File: src/rtl/dm_access_pkg.sv
// Shared encodings for the data-memory access controller.
// Size codes, FSM states and the alignment check used by DM_MISALIGN_TRAP_EN.
package dm_access_pkg;

    localparam logic [1:0] SIZE_BYTE = 2'b00;
    localparam logic [1:0] SIZE_HALF = 2'b01;
    localparam logic [1:0] SIZE_WORD = 2'b10;

    typedef enum logic [2:0] {
        IDLE,
        RD_ISSUE,
        RD_WAIT,
        MERGE,
        DONE
    } state_t;

    // Size code 2'b11 behaves as a word.
    function automatic logic misaligned(
        input logic [1:0] size,
        input logic [1:0] lo
    );
        logic bad;
        bad = 1'b0;
        if (size == SIZE_HALF)
            bad = lo[0];
        else if (size[1])
            bad = (lo != 2'b00);
        return bad;
    endfunction

endpackage

File: src/rtl/dm_lane_align.sv
// Byte/half lane handling between a 32-bit dm word and the CPU.
// Extracts and extends load lanes, merges store lanes into a read word.
module dm_lane_align
    import dm_access_pkg::*;
(
    input  logic [1:0]  size,
    input  logic        sign_ext,
    input  logic [1:0]  lane,
    input  logic [31:0] rword,
    input  logic [15:0] wdata,
    output logic [31:0] rdata,
    output logic [31:0] merged
);

    logic [7:0]  bsel;
    logic [15:0] hsel;

    always_comb begin
        bsel   = rword[{lane, 3'b000} +: 8];
        hsel   = lane[1] ? rword[31:16] : rword[15:0];
        rdata  = rword;
        merged = rword;
        unique case (1'b1)
            (size == SIZE_BYTE): begin
                rdata = {{24{sign_ext & bsel[7]}}, bsel};
                merged[{lane, 3'b000} +: 8] = wdata[7:0];
            end
            (size == SIZE_HALF): begin
                rdata = {{16{sign_ext & hsel[15]}}, hsel};
                merged[{lane[1], 4'b0000} +: 16] = wdata;
            end
            size[1]: begin
                rdata  = rword;
                merged = rword;
            end
        endcase
    end

endmodule

File: src/rtl/dm_access_ctrl.sv
// Load/store controller between the MEM stage and the word-only data memory.
// Define DM_MISALIGN_TRAP_EN to trap misaligned half/word accesses.
module dm_access_ctrl
    import dm_access_pkg::*;
#(
    parameter int ADDR_W  = 12,
    parameter int DATA_W  = 32,
    parameter int TIMEOUT = 15
) (
    input  logic              clock,
    input  logic              reset,
    input  logic              cpu_req,
    input  logic              cpu_we,
    input  logic [1:0]        cpu_size,
    input  logic              cpu_signed,
    input  logic [ADDR_W-1:0] cpu_addr,
    input  logic [DATA_W-1:0] cpu_wdata,
    output logic [DATA_W-1:0] cpu_rdata,
    output logic              cpu_done,
    output logic              cpu_stall,
    output logic              cpu_err,
    output logic              DM_enable,
    output logic              DM_read,
    output logic              DM_write,
    output logic [ADDR_W-1:0] DM_address,
    output logic [DATA_W-1:0] DM_in,
    input  logic [DATA_W-1:0] DM_out,
    input  logic              DM_ready
);

    localparam int WD_W = $clog2(TIMEOUT + 1);

    state_t          state;
    logic [WD_W-1:0] wd;
    logic            err_q;
    logic [31:0]     rbuf;
    logic [31:0]     ext;
    logic [31:0]     merged;
    logic            trap;
    logic            is_word;

    assign cpu_stall = cpu_req & ~cpu_done;
    assign is_word   = cpu_size[1];

`ifdef DM_MISALIGN_TRAP_EN
    assign trap = misaligned(cpu_size, cpu_addr[1:0]);
`else
    assign trap = 1'b0;
`endif

    dm_lane_align u_align (
        .size     (cpu_size),
        .sign_ext (cpu_signed),
        .lane     (cpu_addr[1:0]),
        .rword    (rbuf),
        .wdata    (cpu_wdata[15:0]),
        .rdata    (ext),
        .merged   (merged)
    );

    always_ff @(posedge clock) begin
        if (reset) begin
            state      <= IDLE;
            wd         <= '0;
            err_q      <= 1'b0;
            rbuf       <= '0;
            cpu_rdata  <= '0;
            cpu_done   <= 1'b0;
            cpu_err    <= 1'b0;
            DM_enable  <= 1'b0;
            DM_read    <= 1'b0;
            DM_write   <= 1'b0;
            DM_address <= '0;
            DM_in      <= '0;
        end else begin
            cpu_done  <= 1'b0;
            cpu_err   <= 1'b0;
            cpu_rdata <= '0;
            case (state)
                IDLE: begin
                    // The done cycle still sees the old request held high.
                    if (cpu_req && !cpu_done) begin
                        DM_address <= {cpu_addr[ADDR_W-1:2], 2'b00};
                        wd         <= '0;
                        err_q      <= 1'b0;
                        if (trap) begin
                            err_q <= 1'b1;
                            state <= DONE;
                        end else if (cpu_we && is_word) begin
                            DM_enable <= 1'b1;
                            DM_write  <= 1'b1;
                            DM_in     <= cpu_wdata;
                            state     <= DONE;
                        end else begin
                            DM_enable <= 1'b1;
                            DM_read   <= 1'b1;
                            state     <= RD_ISSUE;
                        end
                    end
                end
                RD_ISSUE: begin
                    DM_enable <= 1'b0;
                    DM_read   <= 1'b0;
                    state     <= RD_WAIT;
                end
                RD_WAIT: begin
                    if (DM_ready) begin
                        rbuf  <= DM_out;
                        wd    <= '0;
                        state <= cpu_we ? MERGE : DONE;
                    end else if (wd == WD_W'(TIMEOUT - 1)) begin
                        err_q <= 1'b1;
                        wd    <= '0;
                        state <= DONE;
                    end else begin
                        wd <= wd + 1'b1;
                    end
                end
                MERGE: begin
                    DM_enable <= 1'b1;
                    DM_write  <= 1'b1;
                    DM_in     <= merged;
                    state     <= DONE;
                end
                DONE: begin
                    DM_enable <= 1'b0;
                    DM_read   <= 1'b0;
                    DM_write  <= 1'b0;
                    cpu_done  <= 1'b1;
                    cpu_err   <= err_q;
                    cpu_rdata <= (!cpu_we && !err_q) ? ext : '0;
                    state     <= IDLE;
                end
                default: state <= IDLE;
            endcase
        end
    end

endmodule
File: config.mk
export PLATFORM = sky130hd
export DESIGN_NAME = dm_access_ctrl
export DESIGN_NICKNAME = d
export VERILOG_FILES = /design/src/rtl/dm_access_pkg.sv /design/src/rtl/dm_lane_align.sv /design/src/rtl/dm_access_ctrl.sv
export SDC_FILE = /design/constraint.sdc
export NUM_CORES = 1
export LEC_CHECK = 0
export ABC_AREA = 1
export CELL_PAD_IN_SITES_DETAIL_PLACEMENT = 1
export CELL_PAD_IN_SITES_GLOBAL_PLACEMENT = 2
export CORE_UTILIZATION = 28
export CTS_BUF_LIST = sky130_fd_sc_hd__clkbuf_4 sky130_fd_sc_hd__clkbuf_8
export DETAILED_ROUTE_END_ITERATION = 10
export GPL_ROUTABILITY_DRIVEN = 0
export PLACE_DENSITY_LB_ADDON = 0.1
export SLEW_MARGIN = 5
export SYNTH_ARGS = -nofsm -noshare
export SYNTH_HDL_FRONTEND = slang
export SYNTH_SLANG_ARGS = --single-unit
export TNS_END_PERCENT = 10
File: constraint.sdc
create_clock -name clock -period 5.54 [get_ports clock]
set_clock_uncertainty 0.1 [all_clocks]
set_input_delay 0.831 -clock clock [delete_from_list [all_inputs] [get_ports clock]]
set_output_delay 0.831 -clock clock [all_outputs]
set_load 0.01 [all_outputs]
==> results.toml <==
[cts]
cts_buffers = 17
clock_latency_ps = 470
root_buffer = "clkbuf_8"
cts_tree = "built"
cts_setup_buffers = 0
cts_resized = 0
holdBufCountCts = 0
clkTransAtPathRegs_ps = 80
cts-htree-levels = 4
clock_path_buffers = 2
cts_sinks = 119

[place]
hpwlAfterDp_um = 18900
port_buffers = 163

[timing]
fin_crit_sh_pct = 56.0
fmax_ghz = 0.323
fin_tns_setup_ps = 0
hold_violations = 0
min_period_ps = 3100
tightest_slew_ps = 1030
setup_viol = 0
rsz0062_at_grt = "false"
slew_viol_final = 0
worst_slew_margin_rel_pct = 30.9

[synth]
synth_top_cell_by_area = "dfxtp_1"
synth.area.top_cells = "dfxtp_1, nand2_1, nor2_1"
yosysMostFrequentCell = "nand2_1"
yosys.cell_types.count = 32
synth-async-reset-ratio_pct = 0
ys_warn_count = 0
syn_area_per_cell_um2 = 6.22
syn_inst = 1007
synth-main-ff-cell = "dfxtp_1"
synth_edf_count = 0
ys_ff_latch = 119
synth_top_area_share_pct = 38.0
ys_seq_area_share_pct = 38.0
synth_commonest_cells = "nand2_1, nor2_1, dfxtp_1"
synth_area_mm2 = 0.00626

[outcome]
status = "complete, no violations"

[floorplan]
io_pins = 166
rows = 54
dieArea_mm2 = 0.0230
core-area_mm2 = 0.0219
fp.dieH_um = 152
start_util_pct = 28.6
dieWidth_um = 152

[detailed_routing]
detail-route-antenna-nets = 0
vias = 6804
drc_errors = 0
wl_um = 25000
drtIter0Drc = 286
wl_per_cell_um = 17.3
drt-pass1-iter-count = 4
routed_via_density = 4.71

[power]
p_leak_nw = 3.68
peakVddDrop_v = 0.000162
total_power_mw = 3.41
powerDensity_mw_per_mm2 = 399

[global_routing]
grt_pass1_vias = 6810
grt_max_degree = 53
grt.overflow.total = 0
grt.total_usage_pct = 22.7
grt_first_pass_wirelength_um = 38700
antenna_found_initial = 1

[critical_path]
cp.required_ps = 5810
cp-start-kind = "primary input"
path_max_fanout = 24
end_kind = "register"
crit_type = "primary input to register"
cp_data_arrival_time_ps = 3370

[final_layout]
syn_to_final_growth_pct = 36.6
nNetsFinal = 1242
diodes = 0
drive_gt1_share_pct = 5.41

[run]
drv_cap = 0

[worst_hold_path]
hold_class = "register to register"
metrics by stage:
stage	area, um^2	worst slack, ps	cells	hold WS, ps	util (%)
floorplan	6270	3130	1008	352	-
global placement	8090	2080	1412	344	37.0
detailed placement	8090	1980	1412	342	37.0
CTS	8560	2480	1444	355	39.1
global route	8560	2260	1444	385	39.1
finish	8560	2440	1444	353	39.1
logic make-up after synthesis:
logic type | count (synthesis) | share of synthesized area (%)
AO/OA/AOI/OAI | 183 | 15.9
XOR/XNOR | 1 | 0.140
adder cells (fa/ha/maj) | 7 | 1.40
buffers and inverters | 154 | 10.1
flip-flops | 119 | 38.0
other | 1 | 0.0599
AND/OR/NAND/NOR | 542 | 34.3
registers in the layout, indices dropped and copies added (netlist names), 3 cells and up:
register,cells
DM_address,10
state,3
wd,4
cpu_rdata,32
rbuf,32
DM_in,32
final cells by class:
| cell class | instances | area, um^2 |
|---|---|---|
| clock buffer | 20 | 275 |
| tap | 280 | 350 |
| sequential | 119 | 2380 |
| clock inverter | 12 | 188 |
| timing repair buffer | 176 | 1730 |
| inverter | 102 | 383 |
| fill | 2856 | 13300 |
| multi-input combinational | 735 | 3250 |
power by group:
| group | internal (mW) | total, mW | switching (mW) | leakage, nW |
|---|---|---|---|---|
| Clock | 0.533 | 0.935 | 0.401 | 0.227 |
| Combinational | 0.528 | 1.29 | 0.759 | 2.48 |
| Sequential | 1.04 | 1.19 | 0.151 | 0.969 |
worst paths after layout:
kind                           from                  endpoint  slack [ps]  depth (start not counted)
max                     cpu_size[1]  cpu_rdata[22]$_SDFF_PP0_        2440                         10
min          DM_enable$_SDFFE_PP0P_    DM_enable$_SDFFE_PP0P_         350                          2
max reg2reg   state[2]$_SDFFE_PP0P_     DM_in[7]$_SDFFE_PP0P_        3020                         10
min reg2reg  DM_enable$_SDFFE_PP0P_    DM_enable$_SDFFE_PP0P_         350                          2
routing by layer:
metal,global-route usage [%],up-vias,wire (um)
met3,3.83,30,940
met2,37.2,150,11500
met4,6.83,0,518
li1,-,3446,-
met5,0,-,0
met1,30.2,3178,12000
cell usage in the layout, fill, tap and decap left out, types with 2 or more instances in the layout:
cell type,synthesis,final
o21ai_0,75,75
nor2_4,3,3
a22oi_1,6,6
a21oi_1,81,81
inv_6,0,4
a21boi_0,6,6
nor2_1,172,172
nand2_2,4,4
inv_1,96,95
nor2_2,2,2
nand4_1,6,6
clkinv_4,0,2
conb_1,1,2
ha_1,7,7
o22ai_1,4,4
nor3_1,5,5
dfxtp_1,119,119
o211ai_1,6,6
buf_4,5,13
nand3_1,40,40
clkinvlp_4,0,2
clkinv_1,1,2
clkdlybuf4s50_1,0,163
clkbuf_8,0,20
bufinv_16,0,4
nand2_1,308,308
inv_2,5,5
critical path, stage by stage:
cell             delay [ps]
clkdlybuf4s50_1         900
buf_4                   450
nor2_4                  150
buf_4                   290
inv_2                    40
nor2_1                  180
nand2_2                 230
nand2_1                 130
inv_1                    40
a21oi_1                 110
Power figures use the tool's default switching activity.
